[config.mk]
export PLATFORM = sky130hd
export DESIGN_NAME = fpadd_pipe_flat
export DESIGN_NICKNAME = d
export VERILOG_FILES = /design/src/rtl/fpadd_pipe_if.sv /design/src/rtl/fpadd_pipe.sv /design/src/flat_wrapper.sv
export SDC_FILE = /design/constraint.sdc
export NUM_CORES = 2
export LEC_CHECK = 0
export CAP_MARGIN = 20
export CORE_ASPECT_RATIO = 1.2
export CORE_UTILIZATION = 56
export DETAILED_ROUTE_END_ITERATION = 8
export GPL_TIMING_DRIVEN = 1
export PLACE_DENSITY = 0.81
export SLEW_MARGIN = 5
export SYNTH_ARGS = -nofsm -noshare
export SYNTH_HDL_FRONTEND = slang
export SYNTH_SLANG_ARGS = --single-unit
[constraint.sdc]
create_clock -name clk -period 10.56 [get_ports clk]
set_input_delay 1.584 -clock clk [delete_from_list [all_inputs] [get_ports clk]]
set_output_delay 1.584 -clock clk [all_outputs]
set_load 0.005 [all_outputs]
[src/rtl/fpadd_pipe_if.sv]
// Operand/result bundle for the pipelined floating-point adder.
// The producer drives operands and the consumer's stop; the adder returns results and stopout.
interface fpadd_pipe_if #(
   parameter int EW = 11,
   parameter int FW = 52
) ();
   localparam int W = 1 + EW + FW;

   logic         pushin;
   logic         op;
   logic [W-1:0] a;
   logic [W-1:0] b;
   logic         stopin;
   logic         stopout;
   logic         pushout;
   logic [W-1:0] r;

   modport master (
      output pushin, op, a, b, stopin,
      input  stopout, pushout, r
   );

   modport slave (
      input  pushin, op, a, b, stopin,
      output stopout, pushout, r
   );
endinterface

[src/rtl/fpadd_pipe.sv]
// Three-stage IEEE-754 adder/subtractor: unpack/align, add/normalise, round/pack.
// Denormals flush to zero, rounding is nearest-even, and stopin freezes the whole pipe.
module fpadd_pipe #(
   parameter int EW = 11,
   parameter int FW = 52
) (
   input  logic         clk,
   input  logic         rst_n,
   fpadd_pipe_if.slave  bus
);
   localparam int W  = 1 + EW + FW;
   localparam int SW = FW + 4;
   localparam int XW = EW + 2;
   localparam int LW = $clog2(SW + 1);
   localparam logic [EW-1:0] EXP_ONES = '1;
   localparam logic [W-1:0]  QNAN     = {1'b0, EXP_ONES, 1'b1, {(FW-1){1'b0}}};
   localparam logic signed [XW-1:0] EXP_INF = XW'((1 << EW) - 1);

   logic advance;
   assign advance     = !bus.stopin;
   assign bus.stopout = bus.stopin;

   // ---------------- stage 1: unpack, order by magnitude, align ----------------
   logic          sa, sb, a_zero, b_zero, a_nan, b_nan, a_inf, b_inf, swap;
   logic [EW-1:0] ea, eb, big_exp, small_exp, ed;
   logic [FW-1:0] fa, fb;
   logic [EW+FW-1:0] mag_a, mag_b;
   logic [SW-1:0] sig_a, sig_b, big_sig, small_sig, small_shift, lost_mask;
   logic          big_sign, small_sign, nan_in, inf_in;
   logic [W-1:0]  special_word;

   always_comb begin
      sa = bus.a[W-1];
      ea = bus.a[W-2:FW];
      fa = bus.a[FW-1:0];
      sb = bus.b[W-1] ^ bus.op;
      eb = bus.b[W-2:FW];
      fb = bus.b[FW-1:0];
      a_zero = (ea == '0);
      b_zero = (eb == '0);
      a_nan  = (ea == EXP_ONES) && (fa != '0);
      b_nan  = (eb == EXP_ONES) && (fb != '0);
      a_inf  = (ea == EXP_ONES) && (fa == '0);
      b_inf  = (eb == EXP_ONES) && (fb == '0);
      sig_a  = a_zero ? '0 : {1'b1, fa, 3'b000};
      sig_b  = b_zero ? '0 : {1'b1, fb, 3'b000};
      mag_a  = a_zero ? '0 : {ea, fa};
      mag_b  = b_zero ? '0 : {eb, fb};
      swap   = (mag_b > mag_a);
      big_sign   = swap ? sb : sa;
      small_sign = swap ? sa : sb;
      big_exp    = swap ? eb : ea;
      small_exp  = swap ? ea : eb;
      big_sig    = swap ? sig_b : sig_a;
      small_sig  = swap ? sig_a : sig_b;
      ed         = big_exp - small_exp;
      lost_mask  = (SW'(1) << ed) - SW'(1);
      // Past FW+3 positions the smaller operand only survives as a sticky bit.
      if (int'(ed) >= FW + 3) begin
         small_shift = {{(SW-1){1'b0}}, (small_sig != '0)};
      end else begin
         small_shift = (small_sig >> ed) | {{(SW-1){1'b0}}, ((small_sig & lost_mask) != '0)};
      end
      nan_in = a_nan || b_nan || (a_inf && b_inf && (sa != sb));
      inf_in = a_inf || b_inf;
      special_word = nan_in ? QNAN : {(a_inf ? sa : sb), EXP_ONES, {FW{1'b0}}};
   end

   logic          s1_valid_reg, s1_sign_reg, s1_sub_reg, s1_special_reg;
   logic [EW-1:0] s1_exp_reg;
   logic [SW-1:0] s1_siga_reg, s1_sigb_reg;
   logic [W-1:0]  s1_special_word_reg;

   // ---------------- stage 2: add/subtract and normalise ----------------
   logic [SW:0]   sum;
   logic [LW-1:0] lz;
   logic [SW-1:0] norm_sig;
   logic signed [XW-1:0] norm_exp;
   logic          zero_next, sign_next;

   always_comb begin
      sum = s1_sub_reg ? ({1'b0, s1_siga_reg} - {1'b0, s1_sigb_reg})
                       : ({1'b0, s1_siga_reg} + {1'b0, s1_sigb_reg});
      lz = LW'(SW);
      for (int i = 0; i < SW; i++) begin
         if (sum[i]) lz = LW'(SW - 1 - i);
      end
      if (sum[SW]) begin
         norm_sig = sum[SW:1] | {{(SW-1){1'b0}}, sum[0]};
         norm_exp = $signed({2'b00, s1_exp_reg}) + XW'(1);
      end else begin
         norm_sig = sum[SW-1:0] << lz;
         norm_exp = $signed({2'b00, s1_exp_reg}) - $signed(XW'(lz));
      end
      zero_next = (sum == '0);
      // True cancellation yields +0; like-signed zeros keep their sign.
      sign_next = (zero_next && s1_sub_reg) ? 1'b0 : s1_sign_reg;
   end

   logic          s2_valid_reg, s2_sign_reg, s2_zero_reg, s2_special_reg;
   logic signed [XW-1:0] s2_exp_reg;
   logic [SW-1:0] s2_sig_reg;
   logic [W-1:0]  s2_special_word_reg;

   // ---------------- stage 3: round to nearest even and pack ----------------
   logic          round_up;
   logic [FW+1:0] rnd;
   logic [FW-1:0] frac_out;
   logic signed [XW-1:0] exp_out;
   logic [W-1:0]  result;

   always_comb begin
      round_up = s2_sig_reg[2] && (s2_sig_reg[1] || s2_sig_reg[0] || s2_sig_reg[3]);
      rnd      = {1'b0, s2_sig_reg[SW-1:3]} + (FW+2)'(round_up);
      if (rnd[FW+1]) begin
         frac_out = rnd[FW:1];
         exp_out  = s2_exp_reg + XW'(1);
      end else begin
         frac_out = rnd[FW-1:0];
         exp_out  = s2_exp_reg;
      end
      if (s2_special_reg) begin
         result = s2_special_word_reg;
      end else if (s2_zero_reg || (exp_out <= 0)) begin
         result = {s2_sign_reg, {(W-1){1'b0}}};
      end else if (exp_out >= EXP_INF) begin
         result = {s2_sign_reg, EXP_ONES, {FW{1'b0}}};
      end else begin
         result = {s2_sign_reg, exp_out[EW-1:0], frac_out};
      end
   end

   logic         pushout_reg;
   logic [W-1:0] r_reg;

   always_ff @(posedge clk) begin
      if (!rst_n) begin
         s1_valid_reg <= 1'b0;
         s2_valid_reg <= 1'b0;
         pushout_reg  <= 1'b0;
         r_reg        <= '0;
      end else if (advance) begin
         s1_valid_reg <= bus.pushin;
         s2_valid_reg <= s1_valid_reg;
         pushout_reg  <= s2_valid_reg;
         r_reg        <= result;
      end
   end

   always_ff @(posedge clk) begin
      if (advance) begin
         s1_sign_reg         <= big_sign;
         s1_sub_reg          <= (big_sign != small_sign);
         s1_exp_reg          <= big_exp;
         s1_siga_reg         <= big_sig;
         s1_sigb_reg         <= small_shift;
         s1_special_reg      <= nan_in || inf_in;
         s1_special_word_reg <= special_word;
         s2_sign_reg         <= sign_next;
         s2_zero_reg         <= zero_next;
         s2_exp_reg          <= norm_exp;
         s2_sig_reg          <= norm_sig;
         s2_special_reg      <= s1_special_reg;
         s2_special_word_reg <= s1_special_word_reg;
      end
   end

   assign bus.pushout = pushout_reg;
   assign bus.r       = r_reg;
endmodule
[src/flat_wrapper.sv]
// flat-port wrapper written by rule: the top's interface ports become plain ports
module fpadd_pipe_flat 
#(
   parameter int EW = 11,
   parameter int FW = 52
)
  (clk, rst_n, bus_pushin, bus_op, bus_a, bus_b, bus_stopin, bus_stopout, bus_pushout, bus_r);
  fpadd_pipe_if #(.EW(EW), .FW(FW)) bus_i ();
  input  logic clk;
  input  logic rst_n;
  input wire logic [$bits(bus_i.pushin)-1:0] bus_pushin;
  input wire logic [$bits(bus_i.op)-1:0] bus_op;
  input wire logic [$bits(bus_i.a)-1:0] bus_a;
  input wire logic [$bits(bus_i.b)-1:0] bus_b;
  input wire logic [$bits(bus_i.stopin)-1:0] bus_stopin;
  output wire logic [$bits(bus_i.stopout)-1:0] bus_stopout;
  output wire logic [$bits(bus_i.pushout)-1:0] bus_pushout;
  output wire logic [$bits(bus_i.r)-1:0] bus_r;
  assign bus_i.pushin = bus_pushin;
  assign bus_i.op = bus_op;
  assign bus_i.a = bus_a;
  assign bus_i.b = bus_b;
  assign bus_i.stopin = bus_stopin;
  assign bus_stopout = bus_i.stopout;
  assign bus_pushout = bus_i.pushout;
  assign bus_r = bus_i.r;
  fpadd_pipe #(.EW(EW), .FW(FW)) u_core (.clk(clk), .rst_n(rst_n), .bus(bus_i));
endmodule
==> impl_metrics.yaml <==
status:
  status: "complete, no violations"
route:
  post_drt_wl_per_cell_um: 26.5
  vias: 31360
  first_pass_iters: 8
  drtIter0Drc: 3495
  drt_wl_total_um: 121000
  avgViaCountPerCell: 6.84
  postRouteAntennaNets: 0
  drc: 0
clock_network:
  cts_root_buffer: "clkbuf_16"
  cts_tree: "yes"
  cts_buffers: 27
  post_cts_buffers: 0
  clock_path_buffers: 3
  clk_pin_slew_ns: 0.06
  htreeDepth: 1
  clock_sinks: 266
  clock_latency_ns: 0.59
yosys:
  syn_nets: 4058
  synthesis.area_um2: 29300
  ys.flop_type: "edfxtp_1"
  synth_area_per_cell_um2: 7.71
  yosys.area.top_type_share_pct: 20.4
  synthMuxAreaShare_pct: 8.60
  synth_top_family_by_area: "compound AO/OA/AOI/OAI gates"
  yosysSeqAreaShare_pct: 25.0
  synth.distinct_cells: 112
  yosysWarnings: 0
  postSynth.asyncResetShare_pct: 0
  synthAdderAreaFrac_pct: 5.76
  netlist_instances: 3794
  synthTopCellsByArea: "edfxtp_1, nand2_1, ha_1"
  synth-edff-count: 199
  synth-compound-area-share_pct: 26.4
  yosys.area_share.simple_pct: 23.3
  synth-xor-area-share_pct: 6.02
  synth_seq_cells: 266
  synth_top_area_cell: "edfxtp_1"
global_routing:
  grt_use_total_pct: 44.7
  grt_pass1_vias: 29420
  grt-ovfl-total: 0
  grt_pass1_wl_um: 180000
  grt_max_degree: 140
  antenna_found_initial: 4
worst_setup_path:
  slowest_delay_ns: 0.85
  cp_max_fo: 15
  arrival_ns: 10.27
  crit_path_end_kind: "flop"
  crit_family: "simple AND/OR/NAND/NOR gates"
  critical_path.slowest_cell: "or4_1"
  crit_top_cell: "nor2_1"
  setup.worst_path.class: "reg -> reg"
  path_buf_inv: 1
  critical_path_required_ns: 10.86
  start_kind: "flop"
power:
  p_per_area_nw_per_um2: 250
  power.internal_mw: 3.82
  p_clk_share_pct: 11.9
  pwr-share-comb_pct: 68.7
  swShare_pct: 53.4
  power.leakage_nw: 12.2
  p_sw_mw: 4.38
  power.total_mw: 8.20
  seqPwrFrac_pct: 19.4
  peakVddDrop_v: 0.000171
timing:
  fmax_mhz: 100
  setup_ws_ns: 0.591
  fin_crit_ns: 9.97
  worstMarginPinSlew_ns: 1.12
  setup_viol: 0
  hold_slack_ns: 0.429
  tns_ns: 0
  finalCritPeriodShare_pct: 94.4
  slew_headroom_pct: 25.2
  skew_ns: 0.0426
  slew_viol_final: 0
  grt_setup_unrepaired: "no"
  finalHoldViolations: 0
layout:
  layout_commonest_cell: "nand2_1"
  largest_reg_flops: 64
  fin_nets: 4125
  fillers: 4659
  layout_common_cells: "nand2_1, nor2_1, a21oi_1, o21ai_0, edfxtp_1"
  area_growth_pct: 12.0
  drive_gt1_share_pct: 7.37
  final_area_um2: 32800
  multiInputGateArea_um2: 20600
  final_cells: 4583
  postLayoutCoreUtil_pct: 63.7
  seqCellArea_um2: 7320
die:
  start_util_pct: 56.9
  die_w_um: 211
  fp.coreArea_um2: 51500
  ios: 199
  rows: 91
  die-height_um: 252
  die-area_um2: 53200
placed_design:
  dp.cells: 4525
  dpl.hpwl_um: 94900
  port-buffer-count: 198
  place_ws_ns: 0.356
  postPlaceCellArea_um2: 31800
  place_congestion: 1.13
worst_hold_path:
  hold_path.class: "reg -> reg"
flow_run:
  drv_cap: 0
[cell families after synthesis]
| family | count (synthesis) |
|---|---|
| multiplexers | 219 |
| AO/OA/AOI/OAI | 1155 |
| buffers and inverters | 353 |
| XOR/XNOR | 201 |
| adder cells (fa/ha/maj) | 135 |
| AND/OR/NAND/NOR | 1465 |
| flip-flops | 266 |
[power by group through the flow]
stage / Combinational [mW] / Clock (mW) / Sequential (mW)
global route: 5.86 / 1.02 / 1.60
detailed placement: 5.26 / 0 / 1.60
finish: 5.64 / 0.978 / 1.59
floorplan: 3.55 / 0 / 1.55
CTS: 5.28 / 0.980 / 1.58
global placement: 5.27 / 0 / 1.59
[per-layer routing]
layer / global-route usage, % / part of all wire [%] / up-vias
li1: - / - / 14332
met1: 46.2 / 34 / 14464
met4: 41.9 / 11 / 4
met2: 75.2 / 47 / 1885
met3: 9.83 / 8.1 / 675
met5: 0.652 / 0.052 / -
[layout make-up]
| class | instances | area share, % |
|---|---|---|
| multi-input combinational | 3175 | 63.0 |
| sequential | 266 | 22.3 |
| timing repair buffer | 283 | 8.06 |
| tap | 697 | 2.66 |
| clock buffer | 35 | 2.15 |
| inverter | 108 | 1.28 |
| clock inverter | 14 | 0.508 |
| antenna | 5 | 0.0382 |
[synthesized netlist by cell type (22+ instances only)]
cell type  instances
nand2_1          525
nor2_1           372
a21oi_1          257
o21ai_0          251
edfxtp_1         199
clkbuf_1         184
mux2i_1          148
xnor2_1          143
ha_1             130
inv_1            103
nand3_1          103
nor3_1            93
o211ai_1          79
dfxtp_1           67
nand4_1           59
xor2_1            58
nor4_1            57
o22ai_1           57
a211oi_1          54
and2_1            52
mux2_2            49
a31oi_1           46
and3_1            43
a21o_1            37
a21boi_0          34
nor2b_1           32
nand2b_1          29
o21ai_1           28
buf_1             27
or3_1             23
a22oi_1           22
buf_2             22
[worst paths after layout]
check | depth (start not counted) | from | slack (ns) | endpoint
hold / removal | 0 | u_core.s1_special_reg$_DFFE_PN_ | 0.43 | u_core.s2_special_reg$_DFFE_PN_
setup reg to reg | 29 | u_core.s1_sigb_reg[4]$_SDFFCE_PP0N_ | 0.59 | u_core.s2_exp_reg[10]$_DFFE_PN_
setup / recovery | 29 | u_core.s1_sigb_reg[4]$_SDFFCE_PP0N_ | 0.59 | u_core.s2_exp_reg[10]$_DFFE_PN_
hold reg to reg | 0 | u_core.s1_special_reg$_DFFE_PN_ | 0.43 | u_core.s2_special_reg$_DFFE_PN_
[timing repair]
action                     CTS  global route
hold buffers                 0             0
gates resized for setup      0             2
setup endpoints to repair    0             2
Note: power is estimated with default switching activity, not from simulation.
